## src/rtl/vedic_seq_mult_ctrl_if.sv

```systemverilog
// Operand/result handshake bundle for the sequential Vedic multiplier.
// The master drives operands and consumes the product; the slave is the multiplier.
interface vedic_seq_mult_ctrl_if #(
    parameter int unsigned WIDTH = 8
);
    logic               in_valid;
    logic               in_ready;
    logic [WIDTH-1:0]   a;
    logic [WIDTH-1:0]   b;
    logic               out_valid;
    logic               out_ready;
    logic [2*WIDTH-1:0] product;
    logic               busy;

    modport master (
        output in_valid, a, b, out_ready,
        input  in_ready, out_valid, product, busy
    );

    modport slave (
        input  in_valid, a, b, out_ready,
        output in_ready, out_valid, product, busy
    );
endinterface

```

## src/rtl/vedic_seq_mult_ctrl.sv

```systemverilog
// Sequential WIDTHxWIDTH unsigned multiplier: one shared 2x2 Vedic core, one digit pair per
// cycle, partial products shifted and accumulated over N*N cycles (N = WIDTH/2).
module vedic_2x2 (
    input  logic [1:0] a,
    input  logic [1:0] b,
    output logic [3:0] p
);
    logic t_lo, t_x0, t_x1, t_hi, c1;

    assign t_lo = a[0] & b[0];
    assign t_x0 = a[1] & b[0];
    assign t_x1 = a[0] & b[1];
    assign t_hi = a[1] & b[1];
    assign c1   = t_x0 & t_x1;

    assign p[0] = t_lo;
    assign p[1] = t_x0 ^ t_x1;
    assign p[2] = t_hi ^ c1;
    assign p[3] = t_hi & c1;
endmodule

module vedic_seq_mult_ctrl #(
    parameter int unsigned WIDTH = 8
) (
    input  logic                 clk,
    input  logic                 rst,
    vedic_seq_mult_ctrl_if.slave bus
);
    localparam int unsigned N  = WIDTH / 2;
    localparam int unsigned CW = (N > 1) ? $clog2(N) : 1;
    localparam int unsigned PW = 2 * WIDTH;
    localparam int unsigned SW = $clog2(PW);
    localparam logic [CW-1:0] Last = CW'(N - 1);

    typedef enum logic [1:0] {StIdle, StRun, StDone} state_e;

    state_e         state_q, state_d;
    logic [WIDTH-1:0] a_q, a_d;
    logic [WIDTH-1:0] b_q, b_d;
    logic [CW-1:0]  i_q, i_d;
    logic [CW-1:0]  j_q, j_d;
    logic [PW-1:0]  acc_q, acc_d;

    logic [1:0]     a_dig, b_dig;
    logic [3:0]     pp;
    logic [CW:0]    dsum;
    logic [SW-1:0]  shamt;
    logic [PW-1:0]  pp_shifted;

    assign a_dig = a_q[{i_q, 1'b0} +: 2];
    assign b_dig = b_q[{j_q, 1'b0} +: 2];

    vedic_2x2 u_core (
        .a (a_dig),
        .b (b_dig),
        .p (pp)
    );

    // Digit weight is 4^(i+j), i.e. a shift of 2*(i+j); max 2*WIDTH-4 so it always fits.
    assign dsum       = {1'b0, i_q} + {1'b0, j_q};
    assign shamt      = SW'({dsum, 1'b0});
    assign pp_shifted = {{(PW-4){1'b0}}, pp} << shamt;

    always_comb begin
        state_d = state_q;
        a_d     = a_q;
        b_d     = b_q;
        i_d     = i_q;
        j_d     = j_q;
        acc_d   = acc_q;
        unique case (state_q)
            StIdle: begin
                if (bus.in_valid) begin
                    a_d     = bus.a;
                    b_d     = bus.b;
                    acc_d   = '0;
                    i_d     = '0;
                    j_d     = '0;
                    state_d = StRun;
                end
            end
            StRun: begin
                acc_d = acc_q + pp_shifted;
                // j is the inner loop; finishing the last pair hands off to DONE
                if (j_q == Last) begin
                    j_d = '0;
                    if (i_q == Last) begin
                        state_d = StDone;
                    end else begin
                        i_d = i_q + 1'b1;
                    end
                end else begin
                    j_d = j_q + 1'b1;
                end
            end
            StDone: begin
                if (bus.out_ready) begin
                    state_d = StIdle;
                end
            end
            default: state_d = StIdle;
        endcase
    end

    always_ff @(posedge clk or posedge rst) begin
        if (rst) begin
            state_q <= StIdle;
            a_q     <= '0;
            b_q     <= '0;
            i_q     <= '0;
            j_q     <= '0;
            acc_q   <= '0;
        end else begin
            state_q <= state_d;
            a_q     <= a_d;
            b_q     <= b_d;
            i_q     <= i_d;
            j_q     <= j_d;
            acc_q   <= acc_d;
        end
    end

    assign bus.in_ready  = (state_q == StIdle);
    assign bus.out_valid = (state_q == StDone);
    assign bus.busy      = (state_q == StRun) || (state_q == StDone);
    assign bus.product   = acc_q;
endmodule

```

## src/flat_wrapper.sv

```systemverilog
// flat-port wrapper written by rule: the top's interface ports become plain ports
module vedic_seq_mult_ctrl_flat 
#(
    parameter int unsigned WIDTH = 8
)
  (clk, rst, bus_in_valid, bus_a, bus_b, bus_out_ready, bus_in_ready, bus_out_valid, bus_product, bus_busy);
  vedic_seq_mult_ctrl_if #(.WIDTH(WIDTH)) bus_i ();
  input  logic clk;
  input  logic rst;
  input wire logic [$bits(bus_i.in_valid)-1:0] bus_in_valid;
  input wire logic [$bits(bus_i.a)-1:0] bus_a;
  input wire logic [$bits(bus_i.b)-1:0] bus_b;
  input wire logic [$bits(bus_i.out_ready)-1:0] bus_out_ready;
  output wire logic [$bits(bus_i.in_ready)-1:0] bus_in_ready;
  output wire logic [$bits(bus_i.out_valid)-1:0] bus_out_valid;
  output wire logic [$bits(bus_i.product)-1:0] bus_product;
  output wire logic [$bits(bus_i.busy)-1:0] bus_busy;
  assign bus_i.in_valid = bus_in_valid;
  assign bus_i.a = bus_a;
  assign bus_i.b = bus_b;
  assign bus_i.out_ready = bus_out_ready;
  assign bus_in_ready = bus_i.in_ready;
  assign bus_out_valid = bus_i.out_valid;
  assign bus_product = bus_i.product;
  assign bus_busy = bus_i.busy;
  vedic_seq_mult_ctrl #(.WIDTH(WIDTH)) u_core (.clk(clk), .rst(rst), .bus(bus_i));
endmodule
```

## config.mk

```make
export PLATFORM = sky130hd
export DESIGN_NAME = vedic_seq_mult_ctrl_flat
export DESIGN_NICKNAME = d
export VERILOG_FILES = /design/src/rtl/vedic_seq_mult_ctrl_if.sv /design/src/rtl/vedic_seq_mult_ctrl.sv /design/src/flat_wrapper.sv
export SDC_FILE = /design/constraint.sdc
export NUM_CORES = 1
export LEC_CHECK = 0
export BUFFER_PORTS_ARGS = -buffer_cell sky130_fd_sc_hd__buf_2
export CORE_MARGIN = 4
export CORE_UTILIZATION = 50
export CTS_CLUSTER_SIZE = 16
export DETAILED_ROUTE_END_ITERATION = 16
export GPL_ROUTABILITY_DRIVEN = 0
export PLACE_DENSITY = 0.74
export SYNTH_ARGS = -nofsm -noshare
export SYNTH_HDL_FRONTEND = slang
export SYNTH_SLANG_ARGS = --single-unit
```

## constraint.sdc

```tcl
create_clock -name clk -period 5.2 [get_ports clk]
set_input_delay 0.26 -clock clk [delete_from_list [all_inputs] [get_ports clk]]
set_output_delay 0.26 -clock clk [all_outputs]
set_load 0.02 [all_outputs]
```

# Word-level counts from Yosys, hierarchy flattened
# Cells that the tools add are included.
# word_totals
out_inout_bits	19
in_bits	20
regBits	38
# op_classes
n_mux	13
shifts	3
n_bitwise	8
reduce_logical	7
eq_ne	9
addsub	4
# ops
op	n
one-hot mux 16 bit (2 select lines)	1
adder 16 bit	1
two-way mux 16 bit	1
two-way mux 2 bit	8
variable part select 8 x 4 -> 2 bit	2
left shift 4 x 4 -> 16 bit	1
one-hot mux 2 bit (2 select lines)	2
AND reduction 4 bit	2
AND 1 bit	6
== test 2 bit, second input constant	3
!= test 2 bit, second input constant	3
one-hot mux 2 bit (3 select lines)	1
adder 2 x 1 -> 2 bit, second input constant	2
!= test 2 x 1 -> 1 bit, second input constant	2
AND reduction 2 bit	2
adder 2 x 2 -> 3 bit	1
== test 2 x 1 -> 1 bit, second input constant	1
zero test 2 bit	1
nonzero test 2 bit	1
bitwise XOR 1 bit	2
logical OR 1 bit	1

# Depth between registers and ports, before layout
# Gate-level depths: netlist of the first run.
# logic_depth
ltp_word	7
depth_mapped	15
depth_no_buf	14

# Modules after synthesis
# Synthesis of the first run repeated with hierarchy kept, for this count alone.
# hier_totals
cells_unflattened	281
area_unflattened_um2	2773.9
# modules_own_cells
mod	cells_per_inst	instances	area_per_inst_um2
vedic_seq_mult_ctrl	274	1	2716.4
vedic_2x2	7	1	57.6

# Worst setup path before layout of the first run
# Ideal clock, no wire load.
# synth_timing
kind	reg2reg
start	register u_core.j_q[0]
end	register u_core.acc_q[15], in the netlist u_core.bus.product[15]
stages_incl_launch_ff	15
path_slack_ns	1.545
t_required_ns	5.069
period_less_slack_ns	3.655
n_path_buf	0
arrival_ns	3.524
cell_sequence	dfrtp_1 > mux4_2 > and2_1 > ha_1 > ha_1 > nor2b_1 > a31oi_1 > nor2_1 > ha_1 > nand4_1 > nor3_1 > o21ai_2 > and3_2 > o211ai_2 > or3b_1
# synth_via
elab_chain_cells	7
word_cells_on_any_way	13
cone_classes	add/sub: 2; shift: 2; mux: 1; bitwise: 8
# synth_rtl
item	line_no	rtl
start: declaration	vedic_seq_mult_ctrl.sv:41	logic [CW-1:0] j_q, j_d;
start signal: assignment	vedic_seq_mult_ctrl.sv:118	j_q <= j_d;
variable part select 8 x 4 -> 2 bit	vedic_seq_mult_ctrl.sv:51	assign b_dig = b_q[{j_q, 1'b0} +: 2];
AND 1 bit, on equally long branches	vedic_seq_mult_ctrl.sv:11, vedic_seq_mult_ctrl.sv:12	
AND 1 bit	vedic_seq_mult_ctrl.sv:14	assign c1 = t_x0 & t_x1;
bitwise XOR 1 bit or AND 1 bit (tied branches)	vedic_seq_mult_ctrl.sv:18, vedic_seq_mult_ctrl.sv:19	
left shift 4 x 4 -> 16 bit *	vedic_seq_mult_ctrl.sv:62	assign pp_shifted = {{(PW-4){1'b0}}, pp} << shamt;
adder 16 bit *	vedic_seq_mult_ctrl.sv:83	acc_d = acc_q + pp_shifted;
one-hot mux 16 bit (2 select lines) *	vedic_seq_mult_ctrl.sv:71	unique case (state_q)
end signal: assignment	vedic_seq_mult_ctrl.sv:112	acc_q <= '0;
end signal: assignment	vedic_seq_mult_ctrl.sv:119	acc_q <= acc_d;
end: declaration	vedic_seq_mult_ctrl.sv:42	logic [PW-1:0] acc_q, acc_d;
# Mark *: on every way between the ends. The rest lies on a longest branch, timed or not.
# A chain may end at the register's enable or synchronous reset.

# Worst setup path in the final report of the first run
# layout_timing
start	register u_core.i_q[0]
end	register u_core.acc_q[15], in the netlist u_core.bus.product[15]
# layout_via
elab_chain_cells	7
word_cells_on_any_way	13
cone_classes	add/sub: 2; shift: 2; mux: 1; bitwise: 8
# layout_rtl
item	line_no	rtl
start: declaration	vedic_seq_mult_ctrl.sv:40	logic [CW-1:0] i_q, i_d;
start signal: assignment	vedic_seq_mult_ctrl.sv:117	i_q <= i_d;
variable part select 8 x 4 -> 2 bit	vedic_seq_mult_ctrl.sv:50	assign a_dig = a_q[{i_q, 1'b0} +: 2];
AND 1 bit, on equally long branches	vedic_seq_mult_ctrl.sv:11, vedic_seq_mult_ctrl.sv:12	
AND 1 bit	vedic_seq_mult_ctrl.sv:14	
bitwise XOR 1 bit or AND 1 bit (tied branches)	vedic_seq_mult_ctrl.sv:18, vedic_seq_mult_ctrl.sv:19	
left shift 4 x 4 -> 16 bit *	vedic_seq_mult_ctrl.sv:62	
adder 16 bit *	vedic_seq_mult_ctrl.sv:83	
one-hot mux 16 bit (2 select lines) *	vedic_seq_mult_ctrl.sv:71	
# Marked as above.

==> results_dict.tcl, run 1 <==
set metrics [dict create \
    async_reset_ff_frac 1.000 \
    place_area_um2 2888 \
    synth_top_flop_cell "dfrtp_1" \
    drv_cap 0 \
    coreArea_um2 5140 \
    cts-buffers-inserted 5 \
    drt-initial-drc-count 96 \
    cts_sinks 38 \
    std_cell_rows 26 \
    finalCoreUtilization 0.5896 \
    status "finished, final reports clean" \
    post-cts-setup-buffer-count 0 \
    m1WireLength_mm 2.523 \
    r2r_cells 14 \
    ys_ff_latch 38 \
    cts_max_level 2 \
    wl_met3_um 269 \
    fmax_mhz 245.5 \
    ios 39 \
    dpl.cell_count 376 \
    die_w_um 80.89 \
    r2r-end "u_core.bus.product[15]" \
    cts_tree "yes" \
    end_kind "flip-flop" \
    crit_fanout 7 \
    grt_pass1_vias 2186 \
    hpwl_mm 4.350 \
    avgSynthCellArea_um2 9.590 \
    drt.antenna.violating_nets 0 \
    drt-pass1-iter-count 4 \
    timing.final.crit_share 0.7832 \
    portBuffers 38 \
    die_h_um 80.89 \
    arrival_ns 4.25 \
    grt_start_max_net_pins 39 \
    final_hold_viol_count 0 \
    clock_path_buffers 2 \
    final_area_um2 3030 \
    die_area_um2 6542 \
    start_util 0.5168 \
    slew_headroom 0.5531 \
    rsz0062_at_grt "no" \
    vdd_drop_max_mv 0.2801 \
    criticalPathCategory "flip-flop to flip-flop" \
    synth_nets 322 \
    synth.distinct_cells 48 \
    fin_crit_ns 4.073 \
    clkTransAtPathRegs_ns 0.08 \
    final_cells 384 \
    worst_pin_slew_ns 0.6687 \
    nets 358 \
    clkLatencyLatePin_ns 0.30 \
    antenna_found_initial 0 \
    routed_wl_mm 5.754 \
    critPathLaunchType "flip-flop" \
    ctsHoldBuffers 0 \
    drc_errors 0 \
    finalSetupTns_ns 0 \
    root_buffer "clkbuf_8" \
    rr_startpoint "u_core.i_q[0]" \
    grt_use_total 0.1943 \
    routedWlPerCell_um 14.98 \
    ys_seq_area_frac 0.3580 \
    nFillCells 482 \
    top_layer "met4" \
    drive_gt1_frac 0.2389 \
    setup_viol 0 \
    synth_warnings 0 \
    p_leak_uw 0.001431 \
    reg2reg_slack_ns 1.13 \
    power_density_nw_per_um2 527.6 \
    hp-class "primary input to asynchronous set/reset pin" \
    netlist_instances 277 \
    holdWs_ns 0.06572 \
    grt_pass1_wl_mm 9.908 \
    clock-skew-final_ns 0.01049 \
    cp.required_ns 5.38 \
    vias_per_cell 5.536 \
    syn_to_final_growth_pct 14.08 \
    diodes 0 \
    cts_resized 0 \
    slew_viol_final 0 \
    syn_area_um2 2656 \
    final_cell_mix "38 x buf_2, 38 x dfrtp_1, 32 x nand2_1" \
    synth-edff-count 0 \
    wl_met2_mm 2.878 \
    grt_overflow_total 0 \
    vias 2126 \
]
-- flip-flops by register name (all words and copies together), names as in the netlist --
| name | count |
|---|---|
| u_core.b_q | 8 |
| u_core.state_q | 2 |
| u_core.bus.product | 16 |
| u_core.i_q | 2 |
| u_core.a_q | 8 |
| u_core.j_q | 2 |
-- per-layer routing --
layer | up-vias | global-route usage
met5 | - | 0
met4 | 0 | 0.06081
met3 | 11 | 0.04767
met2 | 46 | 0.3440
met1 | 1000 | 0.2309
li1 | 1069 | -
-- area by class of cell --
cell class	instances	area, um2	area share
Tap cell	70	87.58	0.02890
Timing Repair Buffer	40	205.2	0.06771
Multi-Input combinational cell	217	1603	0.5289
Inverter	11	41.29	0.01363
Sequential cell	38	950.9	0.3138
Clock buffer	6	82.58	0.02725
Clock inverter	2	60.06	0.01982
-- critical path, cell delays in order (launching register included) --
cell and delay [ns]:
dfrtp_1 0.50, mux4_2 0.57, and2_1 0.18, ha_1 0.18
ha_1 0.31, nor2b_1 0.14, a31oi_1 0.35, nor2_1 0.10
ha_1 0.40, nand4_1 0.18, nor3_1 0.27, o21ai_2 0.09
and3_2 0.22, o211ai_2 0.13, or3b_1 0.35
-- logic make-up (layout without fill, tap and decap cells) --
logic type / after synthesis / after routing / synth area share
AO/OA/AOI/OAI: 69 / 69 / 0.1677
XOR/XNOR: 10 / 10 / 0.03297
adder cells (fa/ha/maj): 25 / 25 / 0.1234
buffers and inverters: 22 / 59 / 0.03863
flip-flops: 38 / 38 / 0.3580
multiplexers: 23 / 23 / 0.1130
AND/OR/NAND/NOR: 90 / 90 / 0.1663
-- synth_stat cells, types with 2 or more instances --
cell | number | area, um2
o21bai_1 | 2 | 15.01
a31oi_1 | 6 | 37.54
nand3_1 | 3 | 15.01
nand4_1 | 3 | 18.77
a22o_1 | 3 | 26.28
nor3b_1 | 3 | 22.52
clkbuf_1 | 7 | 26.28
nand2_1 | 32 | 120.1
buf_6 | 2 | 22.52
dfrtp_1 | 38 | 950.9
inv_1 | 11 | 41.29
and2_1 | 5 | 31.28
o22ai_1 | 2 | 12.51
nand3b_1 | 3 | 22.52
o31ai_1 | 2 | 15.01
nand2b_1 | 6 | 37.54
nor2b_1 | 6 | 37.54
mux2i_1 | 3 | 30.03
mux4_2 | 4 | 90.09
a21oi_1 | 18 | 90.09
fa_1 | 2 | 40.04
a21o_1 | 2 | 15.01
nor2_1 | 19 | 71.32
o21ai_0 | 19 | 95.09
mux2_2 | 16 | 180.2
xnor2_1 | 5 | 43.79
a211oi_1 | 3 | 22.52
o21ai_1 | 4 | 20.02
ha_1 | 23 | 287.8
xor2_1 | 5 | 43.79
nor3_1 | 3 | 15.01
-- how the worst max path moves through the flow --
stage | from | to | slack [ns] | cells past startpoint
2_1_floorplan | u_core.j_q[0] | u_core.bus.product[15] | 1.54 | 14
3_3_place_gp | u_core.i_q[0] | u_core.bus.product[15] | 1.34 | 14
3_5_place_dp | u_core.i_q[0] | u_core.bus.product[15] | 1.17 | 14
4_1_cts | u_core.i_q[0] | u_core.bus.product[15] | 1.14 | 14
5_1_grt | u_core.i_q[0] | u_core.bus.product[15] | 0.86 | 14
6_report | u_core.i_q[0] | u_core.bus.product[15] | 1.13 | 14
-- report_power, final --
group	switching (uW)	internal, uW	total (uW)
clock network	108	205	313
registers	76.2	401	478
logic	463	346	809
-- metrics by stage --
step | total power [uW] | setup slack, ns
after floorplan | 1108 | 1.545
after global placement | 1271 | 1.336
after detailed placement | 1289 | 1.171
after CTS | 1611 | 1.140
after global routing | 1722 | 0.8579
final | 1599 | 1.127
No activity file was read; power rests on OpenSTA's default activity.
==> run 2, diff against run 1 <==
--- a/config.mk
+++ b/config.mk
@@ -11,7 +11,7 @@
 export CTS_CLUSTER_SIZE = 16
 export DETAILED_ROUTE_END_ITERATION = 16
 export GPL_ROUTABILITY_DRIVEN = 0
-export PLACE_DENSITY = 0.74
+export PLACE_DENSITY = 0.77
 export SYNTH_ARGS = -nofsm -noshare
 export SYNTH_HDL_FRONTEND = slang
 export SYNTH_SLANG_ARGS = --single-unit
==> constraint.sdc (replaced) <==
create_clock -name clk -period 3.7 [get_ports clk]
set_input_delay 0.185 -clock clk [delete_from_list [all_inputs] [get_ports clk]]
set_output_delay 0.185 -clock clk [all_outputs]
set_load 0.02 [all_outputs]
==> run 2 against run 1 <==
Net effect: the run now ends with hold timing left; combinational power grew 89%; non-clock buffer count grew 18; count of clock-buffer cells in the layout shrank 1; final cell count grew 4.7%; via count grew 7.4%; utilization grew 6.0 points; largest power group unchanged.
==> results_dict.tcl, run 2 (synthesis gave the netlist of run 1 again) <==
set metrics [dict create \
    grt_pass1_vias 2247 \
    clock_path_buffers 2 \
    comb_power_share 0.597 \
    dpl.cell_count 389 \
    vias_per_cell 5.679 \
    rsz0062_at_grt "yes" \
    cts_max_level 2 \
    seqPwrFrac 0.261 \
    p_int_uw 1476 \
    holdWs_ns -0.01027 \
    power_density_nw_per_um2 767.2 \
    end_kind "flip-flop" \
    worst_pin_slew_ns 0.6806 \
    power.total_uw 2560 \
    cts-buffers-inserted 5 \
    cts_tree "yes" \
    timing.final.crit_share 0.9915 \
    vdd_drop_max_mv 0.4722 \
    die_h_um 80.89 \
    root_buffer "clkbuf_8" \
    hpwl_mm 4.509 \
    drt.antenna.violating_nets 0 \
    cts_sinks 38 \
    grt_overflow_total 0 \
    final_cells 402 \
    p_leak_uw 0.001506 \
    status "complete, but fails checks" \
    routed_wl_mm 6.372 \
    antenna_found_initial 0 \
    drv_cap 0 \
    fmax_mhz 272.6 \
    slew_viol_final 0 \
    largest_reg_flops 16 \
    die_w_um 80.89 \
    std_cell_rows 26 \
    crit_fanout 4 \
    slew_headroom 0.5452 \
    crit_path_max_incr_delay_ns 0.49 \
    clkLatencyLatePin_ns 0.30 \
    critPathTopFamily "adder cells" \
    violations "hold timing" \
    grt_use_total 0.2018 \
    clock-skew-final_ns 0.01205 \
    ctsHoldBuffers 0 \
    drt-initial-drc-count 118 \
    power.switching_uw 1084 \
    finalSetupTns_ns 0 \
    fin_crit_ns 3.668 \
    ios 39 \
    setup_viol 0 \
    criticalPathCategory "flip-flop to flip-flop" \
    die_area_um2 6542 \
    arrival_ns 3.84 \
    drc_errors 0 \
    nets 376 \
    diodes 0 \
    portBuffers 38 \
    path_cells "buf_6 > mux4_2 > and2_4 > ha_4 > ha_4 > nor2b_4 > a31oi_4 > nor2_1 > ha_1 > nor2b_4 > o211ai_1 > buf_4 > a21oi_1 > a21oi_2 > mux2i_1 > nand3_1" \
    cp.required_ns 3.87 \
    drive_gt1_frac 0.3795 \
    hp-class "primary input to asynchronous set/reset pin" \
    grt_pass1_wl_mm 10.33 \
    grt_start_max_net_pins 39 \
    coreArea_um2 5140 \
    final_cell_mix "38 x buf_2, 38 x dfrtp_1, 31 x nand2_1" \
    swShare 0.4234 \
    critPathLaunchType "flip-flop" \
    crit_buf_inv 2 \
    syn_to_final_growth_pct 25.62 \
    clkTransAtPathRegs_ns 0.09 \
    start_util 0.5168 \
    cpMaxStageDelayCell "mux4_2" \
    final_hold_viol_count 5 \
    p_clk_frac 0.141 \
    routedWlPerCell_um 15.85 \
    drt-pass1-iter-count 4 \
    vias 2283 \
]
-- run 2: layer usage --
layer	vias up	global-route usage	part of all wire
met5	-	0	0
met4	0	0.08953	0.025
met3	16	0.04435	0.046
met2	65	0.3374	0.51
met1	1104	0.2490	0.42
li1	1098	-	-
-- run 2: worst register-to-register path: cells and delay by family (launching register included) --
family | cells | cell delay [ns]
compound gates | 4 | 0.73
simple gates | 5 | 0.64
mux | 2 | 0.69
flops | 1 | 0.43
buf+inv | 2 | 0.29
fa+ha+maj | 3 | 0.76
-- run 2: power groups by stage --
stage,combinational [uW],sequential (uW),clock (uW)
6_report,1530,669,362
5_1_grt,1670,687,388
4_1_cts,1240,669,374
3_5_place_dp,1210,677,0
3_3_place_gp,1170,669,0
2_1_floorplan,863,694,0
-- run 2: layout make-up --
type / count / area (um2)
fill: 451 / 1803
multi-input combinational: 217 / 1792
sequential: 38 / 950.9
timing repair buffer: 58 / 351.6
tap: 70 / 87.58
clock buffer: 5 / 68.82
clock inverter: 3 / 45.04
inverter: 11 / 41.29
-- run 2: what timing repair did --
action	in CTS	in global routing
cloned	0	0
pin swaps	1	15
endpoints found under the setup margin	3	9
gates resized for setup	5	42
setup buffers	0	5
-- run 2: path summary, 6_finish.rpt --
| check | endpoint | cells past startpoint | slack (ns) | from |
|---|---|---|---|---|
| worst min register to register | u_core.b_q[5] | 1 | 0.51 | u_core.b_q[5] |
| worst max register to register | u_core.bus.product[14] | 16 | 0.03 | u_core.j_q[0] |
| worst min-delay path | u_core.bus.product[13] | 3 | -0.01 | rst |
| worst max-delay path | u_core.bus.product[14] | 16 | 0.03 | u_core.j_q[0] |
| max in group asynchronous | u_core.bus.product[0] | 3 | 3.36 | rst |
| min in group clk | u_core.a_q[4] | 2 | 0.12 | bus_a[4] |
-- run 2: metrics by stage --
stage	setup WS (ns)	hold slack (ns)	area, um2	utilization
after floorplan	0.04499	0.3356	2656	-
after global placement	-0.04474	0.3269	2985	0.5808
after detailed placement	-0.1429	0.3409	2985	0.5808
after CTS	0.01029	0.01797	3123	0.6076
after global routing	-0.09330	0.03817	3337	0.6492
final	0.03162	-0.01027	3337	0.6492
==> run 3, diff against run 2 <==
--- a/config.mk
+++ b/config.mk
@@ -11,7 +11,8 @@
 export CTS_CLUSTER_SIZE = 16
 export DETAILED_ROUTE_END_ITERATION = 16
 export GPL_ROUTABILITY_DRIVEN = 0
-export PLACE_DENSITY = 0.77
+export MAX_ROUTING_LAYER = met4
+export PLACE_DENSITY = 0.74
 export SYNTH_ARGS = -nofsm -noshare
 export SYNTH_HDL_FRONTEND = slang
 export SYNTH_SLANG_ARGS = --single-unit
==> run 3 against run 2 <==
Net effect: the flow still finishes with violations (hold timing); critical path depth did not move; critical path type unchanged; highest routed layer unchanged; via count fell by 1.7%; sequential cell count did not move; sequential power rose by 1%; register-to-register slack improved by 0.03 ns; count of clock-buffer cells in the layout rose by 1; setup slack improved by 0.033 ns; cell area rose by 0.11%; critical endpoint unchanged; wire length fell by 2.3%.
==> results_dict.tcl, run 3 (synthesis gave the netlist of run 1 again) <==
set metrics [dict create \
    status "complete, but fails checks" \
    violations "hold timing" \
    multi_input_area_um2 1733 \
    end_kind "flip-flop" \
    seq_area_um2 950.9 \
    seqPwrFrac 0.264 \
    rsz0062_at_grt "yes" \
    wl_met3_um 242 \
    largest_reg_flops 16 \
    finalCoreUtilization 0.6500 \
    cpMaxStageDelayCell "mux4_2" \
    grt_overflow_total 0 \
    p_clk_frac 0.171 \
    die_h_um 80.89 \
    fmax_mhz 275.0 \
    hpwl_mm 4.545 \
    vias 2244 \
    power_density_nw_per_um2 767.1 \
    vias_per_cell 5.500 \
    drv_cap 0 \
    std_cell_rows 26 \
    holdWs_ns -0.004282 \
    final_cell_mix "38 x buf_2, 38 x dfrtp_1, 32 x nand2_1" \
    antenna_found_initial 0 \
    p_leak_uw 0.001543 \
    crit_fanout 4 \
    die_w_um 80.89 \
    clkTransAtPathRegs_ns 0.08 \
    portBuffers 38 \
    grt_pass1_vias 2189 \
    crit_buf_inv 2 \
    grt_pass1_wl_mm 10.22 \
    syn_to_final_growth_pct 25.77 \
    cts_sinks 38 \
    slew_viol_final 0 \
    coreArea_um2 5140 \
    clkLatencyLatePin_ns 0.29 \
    final_cells 408 \
    m1WireLength_mm 2.628 \
    slew_headroom 0.5534 \
    nets 382 \
    drc_errors 0 \
    crit_path_max_incr_delay_ns 0.54 \
    worst_pin_slew_ns 0.6683 \
    power.switching_uw 1021 \
    p_int_uw 1542 \
    cts_tree "yes" \
    timing.final.crit_share 0.9827 \
    cp.required_ns 3.88 \
    fin_crit_ns 3.636 \
    final_hold_viol_count 12 \
    power.total_uw 2563 \
    cts-buffers-inserted 5 \
    wl_met2_mm 3.277 \
    ios 39 \
    cts_max_level 2 \
    critPathLaunchType "flip-flop" \
    comb_power_share 0.565 \
    swShare 0.3984 \
    setup_ws_ns 0.06413 \
    top_layer "met4" \
    setup_viol 0 \
    vdd_drop_max_mv 0.5050 \
    drive_gt1_frac 0.3639 \
    grt_use_total 0.2045 \
    clock-skew-final_ns 0.01189 \
    critPathTopFamily "adder cells" \
    ctsHoldBuffers 0 \
    arrival_ns 3.81 \
    pre_cts_slack_ns -0.04950 \
    nFillCells 446 \
    die_area_um2 6542 \
    hp-class "primary input to asynchronous set/reset pin" \
    finalSetupTns_ns 0 \
    clock_path_buffers 2 \
    dpl.cell_count 398 \
    drt.antenna.violating_nets 0 \
    routed_wl_mm 6.224 \
    routedWlPerCell_um 15.25 \
    start_util 0.5168 \
    drt-pass1-iter-count 4 \
    drt-initial-drc-count 157 \
    criticalPathCategory "flip-flop to flip-flop" \
    grt_start_max_net_pins 39 \
    diodes 0 \
    root_buffer "clkbuf_8" \
    path_cells "mux4_2 > and2_4 > ha_4 > ha_4 > nor2b_1 > a31oi_1 > buf_4 > nor2_1 > ha_1 > nor2b_4 > o211ai_1 > buf_4 > a21oi_2 > a21oi_2 > mux2i_1 > nand3_1" \
]
[run 3: worst reg2reg max path, delay by kind of cell (launching register included)]
kind | cells | cell delay, ns
adder cells (fa/ha/maj) | 3 | 0.76
AND/OR/NAND/NOR | 5 | 0.60
flip-flops | 1 | 0.43
AO/OA/AOI/OAI | 4 | 0.67
buffers and inverters | 2 | 0.32
multiplexers | 2 | 0.74
[run 3: area by class of cell]
cell class	instances	share of cell area
clock buffer	6	0.02472
tap	70	0.02622
multi-input combinational	217	0.5187
inverter	11	0.01236
timing repair buffer	64	0.1154
sequential	38	0.2846
clock inverter	2	0.01798
[run 3: worst paths after layout]
kind,start,to,slack (ns),cells past startpoint
max,u_core.j_q[0],u_core.bus.product[14],0.06,16
min,rst,u_core.bus.product[14],-0.004,3
max reg2reg,u_core.j_q[0],u_core.bus.product[14],0.06,16
min reg2reg,u_core.bus.product[11],u_core.bus.product[11],0.51,2
max in group asynchronous,rst,u_core.j_q[1],3.36,3
min in group clk,bus_b[7],u_core.b_q[7],0.13,2
[run 3: repair_timing]
| item | 4_1_cts | 5_1_grt |
|---|---|---|
| endpoints found under the setup margin | 1 | 9 |
| setup buffers | 0 | 2 |
| pin swaps | 1 | 8 |
| endpoints found under the hold margin | 0 | 0 |
| gates resized for setup | 5 | 23 |
[run 3: layer usage]
| layer | up-vias | track usage |
|---|---|---|
| met5 | - | - |
| met4 | 0 | 0.04392 |
| met3 | 8 | 0.03659 |
| met2 | 53 | 0.3621 |
| met1 | 1072 | 0.2428 |
| li1 | 1111 | - |
[run 3: metrics by stage]
| stage | instance area [um2] | hold slack (ns) |
|---|---|---|
| detailed placement | 3053 | 0.3247 |
| global placement | 3053 | 0.3208 |
| finish | 3341 | -0.004282 |
| CTS | 3227 | 0.005882 |
| floorplan | 2656 | 0.3356 |
| global route | 3341 | 0.05112 |
[run 3: power groups by stage]
stage,Combinational [uW],Sequential (uW),Clock (uW)
final,1450,677,439
after CTS,1310,678,450
after global routing,1570,695,468
after detailed placement,1280,681,0
after global placement,1250,672,0
after floorplan,863,694,0
